### src/rtl/data_path_pkg.sv
// Shared encodings for the dual-channel arbiter and the data_select mux it feeds.
// Pure definitions; no timing or flow control of its own.
package data_path_pkg;

  typedef enum logic [1:0] {
    ST_IDLE   = 2'd0,
    ST_OFFER0 = 2'd1,
    ST_OFFER1 = 2'd2
  } state_e;

  localparam logic SEL_ONE = 1'b0;
  localparam logic SEL_TWO = 1'b1;

  // Choose which slot to offer next; rr breaks the tie when both are full.
  function automatic state_e pick_offer(input logic full0, input logic full1, input logic rr);
    state_e st;
    st = ST_IDLE;
    if (full0 && full1) begin
      st = rr ? ST_OFFER1 : ST_OFFER0;
    end else if (full0) begin
      st = ST_OFFER0;
    end else if (full1) begin
      st = ST_OFFER1;
    end
    return st;
  endfunction

endpackage

### src/rtl/channel_slot.sv
// One-entry valid/ready buffer; data visible the cycle after accept.
// Ready while empty, or while being drained this cycle; a full slot is never overwritten.
module channel_slot #(
  parameter int DATA_WIDTH = 8
) (
  input  logic                  clk,
  input  logic                  rst_n,
  input  logic                  valid_i,
  input  logic [DATA_WIDTH-1:0] data_i,
  input  logic                  drain_i,
  output logic                  ready_o,
  output logic                  full_nxt_o,
  output logic [DATA_WIDTH-1:0] data_o
);

  logic                  full_q, full_d;
  logic [DATA_WIDTH-1:0] data_q, data_d;
  logic                  accept;

  assign ready_o    = rst_n & (~full_q | drain_i);
  assign accept     = valid_i & ready_o;
  assign full_d     = accept | (full_q & ~drain_i);
  assign data_d     = accept ? data_i : data_q;
  assign full_nxt_o = full_d;
  assign data_o     = data_q;

  always_ff @(posedge clk or negedge rst_n) begin
    if (!rst_n) begin
      full_q <= 1'b0;
      data_q <= '0;
    end else begin
      full_q <= full_d;
      data_q <= data_d;
    end
  end

endmodule

### src/rtl/dual_channel_arbiter.sv
// Two buffered channels round-robin arbitrated onto the data_select mux; out_valid one cycle after accept.
// The offer is locked until out_ready fires; one fire per cycle sustained with same-cycle slot refill.
module dual_channel_arbiter
  import data_path_pkg::*;
#(
  parameter int DATA_WIDTH = 8,
  parameter int CNT_WIDTH  = 16
) (
  input  logic                  clk,
  input  logic                  rst_n,
  input  logic                  in0_valid,
  input  logic [DATA_WIDTH-1:0] in0_data,
  output logic                  in0_ready,
  input  logic                  in1_valid,
  input  logic [DATA_WIDTH-1:0] in1_data,
  output logic                  in1_ready,
  output logic [DATA_WIDTH-1:0] data_one,
  output logic [DATA_WIDTH-1:0] data_two,
  output logic                  sel,
  output logic                  out_valid,
  input  logic                  out_ready,
  output logic [CNT_WIDTH-1:0]  xfer_cnt0,
  output logic [CNT_WIDTH-1:0]  xfer_cnt1
);

  state_e               state_q, state_d;
  logic                 rr_q, rr_d;
  logic [CNT_WIDTH-1:0] cnt0_q, cnt0_d, cnt1_q, cnt1_d;
  logic                 fire, fire0, fire1;
  logic                 full_nxt0, full_nxt1;

  assign fire  = out_valid & out_ready;
  assign fire0 = fire & (state_q == ST_OFFER0);
  assign fire1 = fire & (state_q == ST_OFFER1);

  channel_slot #(.DATA_WIDTH(DATA_WIDTH)) u_slot0 (
    .clk        (clk),
    .rst_n      (rst_n),
    .valid_i    (in0_valid),
    .data_i     (in0_data),
    .drain_i    (fire0),
    .ready_o    (in0_ready),
    .full_nxt_o (full_nxt0),
    .data_o     (data_one)
  );

  channel_slot #(.DATA_WIDTH(DATA_WIDTH)) u_slot1 (
    .clk        (clk),
    .rst_n      (rst_n),
    .valid_i    (in1_valid),
    .data_i     (in1_data),
    .drain_i    (fire1),
    .ready_o    (in1_ready),
    .full_nxt_o (full_nxt1),
    .data_o     (data_two)
  );

  always_ff @(posedge clk or negedge rst_n) begin
    if (!rst_n) begin
      state_q <= ST_IDLE;
    end else begin
      state_q <= state_d;
    end
  end

  // Re-arbitrate only from IDLE or on a fire; otherwise the current offer is held.
  always_comb begin
    state_d = state_q;
    case (state_q)
      ST_IDLE:   state_d = pick_offer(full_nxt0, full_nxt1, rr_d);
      ST_OFFER0,
      ST_OFFER1: if (fire) state_d = pick_offer(full_nxt0, full_nxt1, rr_d);
      default:   state_d = ST_IDLE;
    endcase
  end

  always_comb begin
    out_valid = (state_q != ST_IDLE);
    sel       = (state_q == ST_OFFER1) ? SEL_TWO : SEL_ONE;
  end

  always_comb begin
    rr_d   = rr_q;
    cnt0_d = cnt0_q;
    cnt1_d = cnt1_q;
    if (fire0) begin
      rr_d   = 1'b1;
      cnt0_d = cnt0_q + CNT_WIDTH'(1);
    end
    if (fire1) begin
      rr_d   = 1'b0;
      cnt1_d = cnt1_q + CNT_WIDTH'(1);
    end
  end

  always_ff @(posedge clk or negedge rst_n) begin
    if (!rst_n) begin
      rr_q   <= 1'b0;
      cnt0_q <= '0;
      cnt1_q <= '0;
    end else begin
      rr_q   <= rr_d;
      cnt0_q <= cnt0_d;
      cnt1_q <= cnt1_d;
    end
  end

  assign xfer_cnt0 = cnt0_q;
  assign xfer_cnt1 = cnt1_q;

endmodule
### config.mk
export PLATFORM = sky130hd
export DESIGN_NAME = dual_channel_arbiter
export DESIGN_NICKNAME = d
export VERILOG_FILES = /design/src/rtl/data_path_pkg.sv /design/src/rtl/channel_slot.sv /design/src/rtl/dual_channel_arbiter.sv
export SDC_FILE = /design/constraint.sdc
export NUM_CORES = 1
export LEC_CHECK = 0
export CAP_MARGIN = 20
export CORE_MARGIN = 10
export CORE_UTILIZATION = 47
export DETAILED_ROUTE_END_ITERATION = 12
export PLACE_DENSITY = 0.76
export SLEW_MARGIN = 25
export SYNTH_ARGS = -nofsm -noshare
export SYNTH_HDL_FRONTEND = slang
export SYNTH_SLANG_ARGS = --single-unit
### constraint.sdc
create_clock -name clk -period 3.3 [get_ports clk]
set_input_delay 0.825 -clock clk [delete_from_list [all_inputs] [get_ports clk]]
set_output_delay 0.825 -clock clk [all_outputs]
set_load 0.02 [all_outputs]
Word level (Yosys, flattened, before mapping). Index checks and enable logic that the tools add are counted.

Register bits: 53. Bits of input ports: 21. Output and inout bits: 52. Word-level logic and storage cells: 43.

Add/sub/neg operators: 2. Equality and inequality tests: 3. Multiplexer cells: 9. Bitwise logic cells: 17. Reduce and logical (&&, ||, !) cells: 4.

Operator list (number): $add A16 B1 Y16 const B (2); $mux W2 (5); $and A1 B1 Y1 (9); $not A1 Y1 (4); $or A1 B1 Y1 (4); $pmux W2 S2 (1); $mux W1 (3); $eq A2 B1 Y1 const B (1); $eq A2 B2 Y1 const B (1); $logic_not A2 Y1 (1); $ne A2 B2 Y1 const B (1); $reduce_bool A2 Y1 (1); $reduce_or A2 Y1 (1); $logic_and A1 B1 Y1 (1).

Depth between registers and ports, before layout. Gate-level depths: netlist (run 1).

Word-level depth: 12. Gate-level depth with buffers: 6. Gate-level depth less buffers: 6.

Hierarchy. A second synthesis (run 1) with hierarchy kept.

Cell total of the unflattened synthesis: 185. Area total of the unflattened synthesis: 2418.6 um^2.

By module, submodules not included: dual_channel_arbiter (instances 1, cells an instance 139, area an instance 1617.8 um^2); channel_slot (instances 2, cells an instance 23, area an instance 400.4 um^2).

Least setup slack after synthesis (run 1). Ideal clock, no wire load.

Path kind: input -> output. Start point: in out_ready. End point: out in1_ready. Data arrival time: 1642 ps. Slack: 833 ps. Stages: 3. Buffers on the path: 1. Path through: buf_4 -> nand3b_4 -> a21boi_0.

Cells in the longest elaborated chain, start to end: 4.

Ends and longest elaborated chain: start, declared (line dual_channel_arbiter.sv:21) `input logic out_ready,`; $and A1 B1 Y1 (line dual_channel_arbiter.sv:32) `assign fire = out_valid & out_ready;`; $and A1 B1 Y1 (line dual_channel_arbiter.sv:34) `assign fire1 = fire & (state_q == ST_OFFER1);`; $or A1 B1 Y1 (line channel_slot.sv:20) `assign ready_o = rst_n & (~full_q | drain_i);`; $and A1 B1 Y1 (line channel_slot.sv:20); end, declared (line dual_channel_arbiter.sv:16) `output logic in1_ready,`.

Every way passes these cells.

Final worst setup path (run 1).
Start point: in out_ready. End point: out in0_ready.

Cells in the longest elaborated chain, start to end: 4.

Ends and longest elaborated chain: $and A1 B1 Y1 (line dual_channel_arbiter.sv:32); $and A1 B1 Y1 (line dual_channel_arbiter.sv:33) `assign fire0 = fire & (state_q == ST_OFFER0);`; $or A1 B1 Y1 (line channel_slot.sv:20); $and A1 B1 Y1 (line channel_slot.sv:20); end, declared (line dual_channel_arbiter.sv:13) `output logic in0_ready,`.

Every way passes these cells.

==> flow_metrics.tcl, run 1 <==
set metrics [dict create \
    core_um2 4790 \
    die_area_um2 8270 \
    pin_count 73 \
    min_period_ps 3180 \
    rsz0062_at_grt "no" \
    yosys.area.top_type_share_pct 56.1 \
    antenna_found_initial 0 \
    synth_area_leaders "dfrtp_1, xnor2_1, mux2_2, nand2_1, ha_1" \
    cts_buffer_depth 2 \
    ys.flop_type "dfrtp_1" \
    synth_nets 207 \
    hold_buffers 0 \
    ys_types 29 \
    grt_max_degree 49 \
    reg2reg_slack_ps 1390 \
    drt-vias-per-instance 5.05 \
    drt_iter0_drc 61 \
    status "finished clean" \
    slew_headroom_pct 61.1 \
    ys_warn_count 0 \
    syn_area_um2 2360 \
    maxCapViolations 0 \
    die_x_um 90.9 \
    synth_async_sr_flop_share_pct 100 \
    worst_setup_path_end_kind "output pin" \
    rows 25 \
    post-route-period-util_pct 96.5 \
    clk_latency_ps 310 \
    globalplace.congestion 0.712 \
    area_growth_pct 39.7 \
    ys_seq_area_share_pct 56.1 \
    setup_viol_count_final 0 \
    synth_top_area_cell "dfrtp_1" \
    drc 0 \
    startpoint_type "primary input" \
    grtUsageTotal_pct 12.9 \
    antenna_left 0 \
    hold_viol 0 \
    r2r_cells 6 \
    fmax_ghz 0.314 \
    antenna-diode-count 0 \
    peakVddDrop_v 0.000458 \
    post_synth.cell_area_avg_um2 13.1 \
    fin_util_pct 69.0 \
    cts_max_level 2 \
    crit_arrival_ps 2360 \
    clock_sinks 53 \
    root_buffer "clkbuf_8" \
    cp.required_ps 2470 \
    leakagePower_uw 0.00149 \
    synthCells 180 \
    post_drt_wl_per_cell_um 15.5 \
    cp-endpoint "in0_ready" \
    start_util_pct 49.4 \
    post-cts-setup-buffer-count 0 \
    fin_nets 289 \
    first_global_vias 1755 \
    power_density_nw_per_um2 755 \
    worstReg2RegStart "state_q[0]$_DFFE_PN0P_" \
    grt-ovfl-total 0 \
    die_height_um 90.9 \
    synth_edf_count 0 \
    dp_hpwl_mm 3.90 \
    path_max_fanout 3 \
    portBuffers 72 \
    vias 1667 \
    fin_tns_setup_ps 0 \
    ys_seq_elements 53 \
    drt_wl_total_mm 5.13 \
    worst_slew_pin_slew_ps 583 \
    fin_skew_ps 5.64 \
    min_path_type "in2async" \
    clkSlewWorstSetupHoldPaths_ps 90 \
    r2r-end "u_slot0.data_o[5]$_DFFE_PN0P_" \
    tritoncts "built" \
    drive_gt1_share_pct 15.2 \
    final_max_slew_viol_count 0 \
    crit_type "in2out" \
    grt_pass1_wl_mm 8.67 \
    ctsResizeCount 0 \
    crit_start "out_ready" \
    holdWs_ps 348 \
    cts-buffers-inserted 5 \
    drtPass1Iterations 4 \
]
-- synth_stat cells, drive strengths merged (2+ instances only) --
cell    count
nand4b      2
xnor2      24
xor2        6
and4        3
nand2      21
and3        3
a21boi      2
mux2       16
nand4       9
ha          6
nor3        2
dfrtp      53
nand3       8
a21oi       2
nor2        4
inv         5
a32o        2
and2        2
nand3b      2
and3b       2
-- per-layer routing --
metal	up-vias	share of wire, %	global-route usage (%)
met5	-	0	0
met4	0	0.96	3.92
met3	5	12	7.73
met2	53	46	20.5
met1	820	41	14.3
li1	789	-	-
-- cell families (layout without fill, tap and decap cells) --
family | Yosys count | after routing | share of synthesized area [%]
buf+inv | 6 | 89 | 1.11
simple gates | 60 | 60 | 16.7
xor+xnor | 30 | 30 | 11.1
mux | 16 | 16 | 7.62
flops | 53 | 53 | 56.1
compound gates | 9 | 9 | 4.18
fa+ha+maj | 6 | 6 | 3.18
-- layout by cell type, fill, tap and decap left out, types with 2 or more instances in the layout --
master	count
xnor2_1	24
inv_1	5
and4_1	2
mux2_2	16
ha_1	6
and2_1	2
nor2_1	4
clkdlybuf4s50_1	71
dfrtp_1	53
a21boi_0	2
buf_4	4
nand4_1	9
clkbuf_8	6
nand3b_4	2
xor2_1	6
a32o_1	2
nor3_4	2
nand2_1	21
nand3_1	8
and3_1	3
a21oi_4	2
-- per-stage QoR --
stage | worst slack [ps] | instances | power (uW) | area [um^2]
4_1_cts | 108 | 330 | 2520 | 3300
5_1_grt | 3.55 | 330 | 2640 | 3300
2_1_floorplan | 833 | 180 | 1570 | 2360
3_3_place_gp | 134 | 322 | 2030 | 3190
3_5_place_dp | 117 | 322 | 2050 | 3190
6_report | 116 | 330 | 2490 | 3300
-- power breakdown --
group          switching [uW]  internal (uW)  leakage [uW]
clock network             210            248     0.0000585
registers                 143            825      0.000686
logic                     512            553      0.000750
-- state kept, by name, indices dropped and copies added, names as in the netlist --
name	count
u_slot0.full_q	1
xfer_cnt0	16
state_q	2
xfer_cnt1	16
u_slot1.data_o	8
rr_q	1
u_slot0.data_o	8
u_slot1.full_q	1
-- how the worst min path moves through the flow --
stage / from / to / cells past startpoint / slack [ps]
after floorplan: rr_q$_DFF_PN0_ / rr_q$_DFF_PN0_ / 1 / 480
after global placement: xfer_cnt1[15]$_DFFE_PN0P_ / xfer_cnt1[15]$_DFFE_PN0P_ / 1 / 460
after CTS: rst_n / u_slot0.data_o[7]$_DFFE_PN0P_ / 1 / 350
final: rst_n / u_slot0.data_o[7]$_DFFE_PN0P_ / 1 / 350
after global routing: rst_n / u_slot0.data_o[7]$_DFFE_PN0P_ / 1 / 350
after detailed placement: xfer_cnt1[15]$_DFFE_PN0P_ / xfer_cnt1[15]$_DFFE_PN0P_ / 1 / 470
-- worst max-delay path, stage by stage --
cell	delay (ps)
clkdlybuf4s50_1	590
nand3b_4	100
nand2_1	100
and2_1	130
clkdlybuf4s50_1	610
-- cell type report --
class / count / area, um^2
Fill cell: 381 / 1480
Inverter: 5 / 18.8
Multi-Input combinational cell: 121 / 1010
Sequential cell: 53 / 1330
Timing Repair Buffer: 76 / 746
Clock buffer: 7 / 86.3
Tap cell: 67 / 83.8
Clock inverter: 1 / 30.0
Note: power is estimated with default switching activity, not from simulation.
==> inputs of run 2 (changes only) <==
--- a/config.mk
+++ b/config.mk
@@ -6,7 +6,6 @@
 export NUM_CORES = 1
 export LEC_CHECK = 0
 export CAP_MARGIN = 20
-export CORE_MARGIN = 10
 export CORE_UTILIZATION = 47
 export DETAILED_ROUTE_END_ITERATION = 12
 export PLACE_DENSITY = 0.76
==> flow_metrics.tcl, run 2 (synthesis gave the netlist of run 1 again) <==
set metrics [dict create \
    status "finished clean" \
    worst_setup_path_end_kind "output pin" \
    r2r-end "u_slot0.data_o[6]$_DFFE_PN0P_" \
    regArea_um2 1330 \
    min_period_ps 3180 \
    slew_headroom_pct 59.9 \
    fillers 368 \
    drc 0 \
    die_height_um 72.9 \
    post-cts-setup-buffer-count 0 \
    pwr-share-seq_pct 39.3 \
    path_max_fanout 3 \
    startpoint_type "primary input" \
    fin_nets 289 \
    p_sw_uw 838 \
    drt_wl_total_mm 4.38 \
    clkSlewWorstSetupHoldPaths_ps 90 \
    r2r_cells 6 \
    cts-buffers-inserted 5 \
    drive_gt1_share_pct 15.2 \
    die_area_um2 5320 \
    cp.required_ps 2470 \
    drt_iter0_drc 52 \
    globalplace.congestion 0.681 \
    reg2reg_slack_ps 1390 \
    multi_input_area_um2 1010 \
    root_buffer "clkbuf_8" \
    dp.cells 322 \
    drt-vias-per-instance 5.00 \
    pwr-share-comb_pct 43.0 \
    dp_hpwl_mm 3.31 \
    switching_share_pct 34.3 \
    die_x_um 72.9 \
    layout_commonest_cell "clkdlybuf4s50_1" \
    peakVddDrop_v 0.000593 \
    setup_viol_count_final 0 \
    pin_count 73 \
    crit_arrival_ps 2360 \
    cts_max_level 2 \
    grt-ovfl-total 0 \
    antenna_left 0 \
    clock_sinks 53 \
    hold_viol 0 \
    antenna-diode-count 0 \
    cts_buffer_depth 2 \
    tritoncts "built" \
    fmax_ghz 0.314 \
    min_path_type "in2async" \
    rsz0062_at_grt "no" \
    crit_type "in2out" \
    hold_buffers 0 \
    fin_skew_ps 8.32 \
    final_max_slew_viol_count 0 \
    core_um2 4790 \
    post-route-period-util_pct 96.4 \
    portBuffers 72 \
    rows 25 \
    post_drt_wl_per_cell_um 13.3 \
    drtPass1Iterations 2 \
    grt_pass1_wl_mm 7.58 \
    start_util_pct 49.4 \
    worstReg2RegStart "state_q[1]$_DFFE_PN0P_" \
    grt_max_degree 50 \
    clk_latency_ps 300 \
    final_cell_mix "clkdlybuf4s50_1, dfrtp_1, xnor2_1" \
    fin_tns_setup_ps 0 \
    p_int_uw 1610 \
    maxCapViolations 0 \
    power_density_nw_per_um2 741 \
    worst_slew_pin_slew_ps 601 \
    ctsResizeCount 0 \
    first_global_vias 1663 \
    leakagePower_uw 0.00149 \
    antenna_found_initial 0 \
    area_growth_pct 39.5 \
    power.share.clock_pct 17.7 \
    vias 1649 \
    grtUsageTotal_pct 18.8 \
    stdcell_count 330 \
]
run 2: changes by cell type in the layout (fill, tap and decap cells not counted), sizes merged:
cell	before	now
clkinv	0	1
clkbuf	7	6
run 2: critical path, stage by stage:
cell and delay [ps]:
clkdlybuf4s50_1 590, nand3b_4 100, nand2_1 100, and2_1 140, clkdlybuf4s50_1 600
run 2: worst max path at each step:
stage | end | cells past startpoint | slack, ps | start
CTS | in0_ready | 5 | 110 | out_ready
floorplan | in1_ready | 3 | 830 | out_ready
global placement | in0_ready | 5 | 140 | out_ready
global route | in1_ready | 4 | 30 | out_ready
detailed placement | in0_ready | 5 | 120 | out_ready
finish | in0_ready | 5 | 120 | out_ready
run 2: power by group through the flow:
stage / Sequential, uW / Clock, uW / Combinational (uW)
6_report: 962 / 432 / 1050
5_1_grt: 990 / 468 / 1140
4_1_cts: 964 / 449 / 1070
3_5_place_dp: 975 / 0 / 1060
3_3_place_gp: 972 / 0 / 1050
2_1_floorplan: 1140 / 0 / 428
run 2: stage by stage:
stage	area, um^2	util [%]	power (uW)	hold slack [ps]	setup WS (ps)
2_1_floorplan	2360	-	1570	482	833
3_3_place_gp	3190	66.6	2020	460	138
3_5_place_dp	3190	66.6	2040	467	121
4_1_cts	3300	68.9	2480	343	107
5_1_grt	3300	68.9	2590	352	25.5
6_report	3300	68.9	2440	356	118
run 2: layout make-up:
class                           instances  share of cell area, %
Clock buffer                            6                   2.20
Clock inverter                          2                   1.18
Inverter                                5                  0.569
Multi-Input combinational cell        121                   30.7
Sequential cell                        53                   40.2
Tap cell                               67                   2.54
Timing Repair Buffer                   76                   22.6
run 2: metal layers:
metal / part of all wire [%] / track usage (%) / vias to the layer above
met2: 47 / 30.1 / 47
met4: 1.4 / 6.54 / 0
li1: - / - / 787
met5: 0 / 0 / -
met3: 6.7 / 6.49 / 5
met1: 45 / 23.7 / 810
==> inputs of run 3 (changes only) <==
--- a/config.mk
+++ b/config.mk
@@ -6,6 +6,7 @@
 export NUM_CORES = 1
 export LEC_CHECK = 0
 export CAP_MARGIN = 20
+export CORE_MARGIN = 2
 export CORE_UTILIZATION = 47
 export DETAILED_ROUTE_END_ITERATION = 12
 export PLACE_DENSITY = 0.76
==> flow_metrics.tcl, run 3 (synthesis gave the netlist of run 1 again) <==
set metrics [dict create \
    portBuffers 72 \
    vias 1638 \
    cts_max_level 2 \
    min_path_type "in2async" \
    peakVddDrop_v 0.000485 \
    core_um2 4790 \
    fillers 377 \
    post_drt_wl_per_cell_um 13.3 \
    clkSlewWorstSetupHoldPaths_ps 90 \
    crit_start "state_q[0]$_DFFE_PN0P_" \
    slew_headroom_pct 60.3 \
    grt-ovfl-total 0 \
    die_x_um 74.9 \
    worst_setup_path_end_kind "output pin" \
    path_max_fanout 8 \
    fin_util_pct 68.6 \
    cts-buffers-inserted 5 \
    pin_count 73 \
    hold_viol 0 \
    startpoint_type "flop" \
    fmax_ghz 0.338 \
    area_growth_pct 38.9 \
    drtPass1Iterations 4 \
    maxCapViolations 0 \
    die_height_um 74.9 \
    globalplace.congestion 0.740 \
    power_density_nw_per_um2 722 \
    crit_type "reg2out" \
    die_area_um2 5610 \
    drt-vias-per-instance 4.95 \
    tritoncts "built" \
    r2r_cells 6 \
    leakagePower_uw 0.00149 \
    cp.required_ps 2470 \
    final_cell_mix "clkdlybuf4s50_1, dfrtp_1, xnor2_1" \
    start_util_pct 49.4 \
    grt_pass1_wl_mm 7.41 \
    regArea_um2 1330 \
    post-route-period-util_pct 89.6 \
    rows 25 \
    antenna-diode-count 0 \
    reg2reg_slack_ps 1370 \
    drc 0 \
    drt_iter0_drc 50 \
    cp-endpoint "in0_ready" \
    crit_arrival_ps 2130 \
    antenna_left 0 \
    layout_commonest_cell "clkdlybuf4s50_1" \
    drt_wl_total_mm 4.40 \
    clk_latency_ps 310 \
    grtUsageTotal_pct 17.5 \
    worstReg2RegStart "state_q[0]$_DFFE_PN0P_" \
    post-cts-setup-buffer-count 0 \
    multi_input_area_um2 1010 \
    dp_hpwl_mm 3.26 \
    holdWs_ps 340 \
    first_global_vias 1594 \
    cts_buffer_depth 2 \
    status "finished clean" \
    root_buffer "clkbuf_8" \
    grt_max_degree 50 \
    antenna_found_initial 0 \
    fin_tns_setup_ps 0 \
    fin_nets 290 \
    r2r-end "u_slot1.data_o[4]$_DFFE_PN0P_" \
    fin_skew_ps 6.44 \
    rsz0062_at_grt "no" \
    setup_viol_count_final 0 \
    drive_gt1_share_pct 15.9 \
    final_max_slew_viol_count 0 \
    clock_sinks 53 \
    min_period_ps 2960 \
    worst_slew_pin_slew_ps 596 \
]
-- run 3: layout make-up --
cell class,instances,area share (%)
flip-flops and latches,53,40.4
multi-input cells,121,30.8
repair buffers,77,23.0
well taps,67,2.55
clock buffers,5,2.10
inverters,5,0.572
clock inverters,3,0.534
-- run 3: per-layer routing --
layer,track usage [%],vias to the layer above,part of all wire (%)
li1,-,798,-
met1,23.6,782,44
met2,25.9,53,47
met3,6.96,5,7.5
met4,5.95,0,1.4
met5,0,-,0
-- run 3: what timing repair did --
action / CTS / global route
endpoints found under the hold margin: 0 / 0
endpoints found under the setup margin: 0 / 1
resized for setup: 0 / 1
hold buffers: 0 / 0
-- run 3: worst max-delay path: stages, from the launching register on --
cell             delay, ps
dfrtp_1                410
inv_1                   80
ha_1                   300
nand3b_4               190
nand2_1                110
and2_1                 140
clkdlybuf4s50_1        600
-- run 3: worst min-delay path by stage --
stage                              start                            end  slack [ps]  depth (start not counted)
6_report                           rst_n  u_slot1.data_o[7]$_DFFE_PN0P_         340                          1
5_1_grt                            rst_n  u_slot1.data_o[7]$_DFFE_PN0P_         340                          1
4_1_cts                            rst_n  u_slot1.data_o[7]$_DFFE_PN0P_         340                          1
3_5_place_dp   xfer_cnt1[15]$_DFFE_PN0P_      xfer_cnt1[15]$_DFFE_PN0P_         470                          1
3_3_place_gp   xfer_cnt1[15]$_DFFE_PN0P_      xfer_cnt1[15]$_DFFE_PN0P_         460                          1
2_1_floorplan             rr_q$_DFF_PN0_                 rr_q$_DFF_PN0_         480                          1
-- run 3: where the power goes --
part | internal [uW] | switching (uW)
Combinational | 554 | 499
Clock | 147 | 206
Sequential | 825 | 137
-- run 3: metrics by stage --
step	cell area (um^2)	power, uW	setup slack, ps	cells
after floorplan	2360	1570	833	180
after global placement	3190	2020	120	323
after detailed placement	3190	2040	73.2	323
after CTS	3280	2400	59.7	331
after global routing	3280	2510	183	331
final	3280	2370	343	331
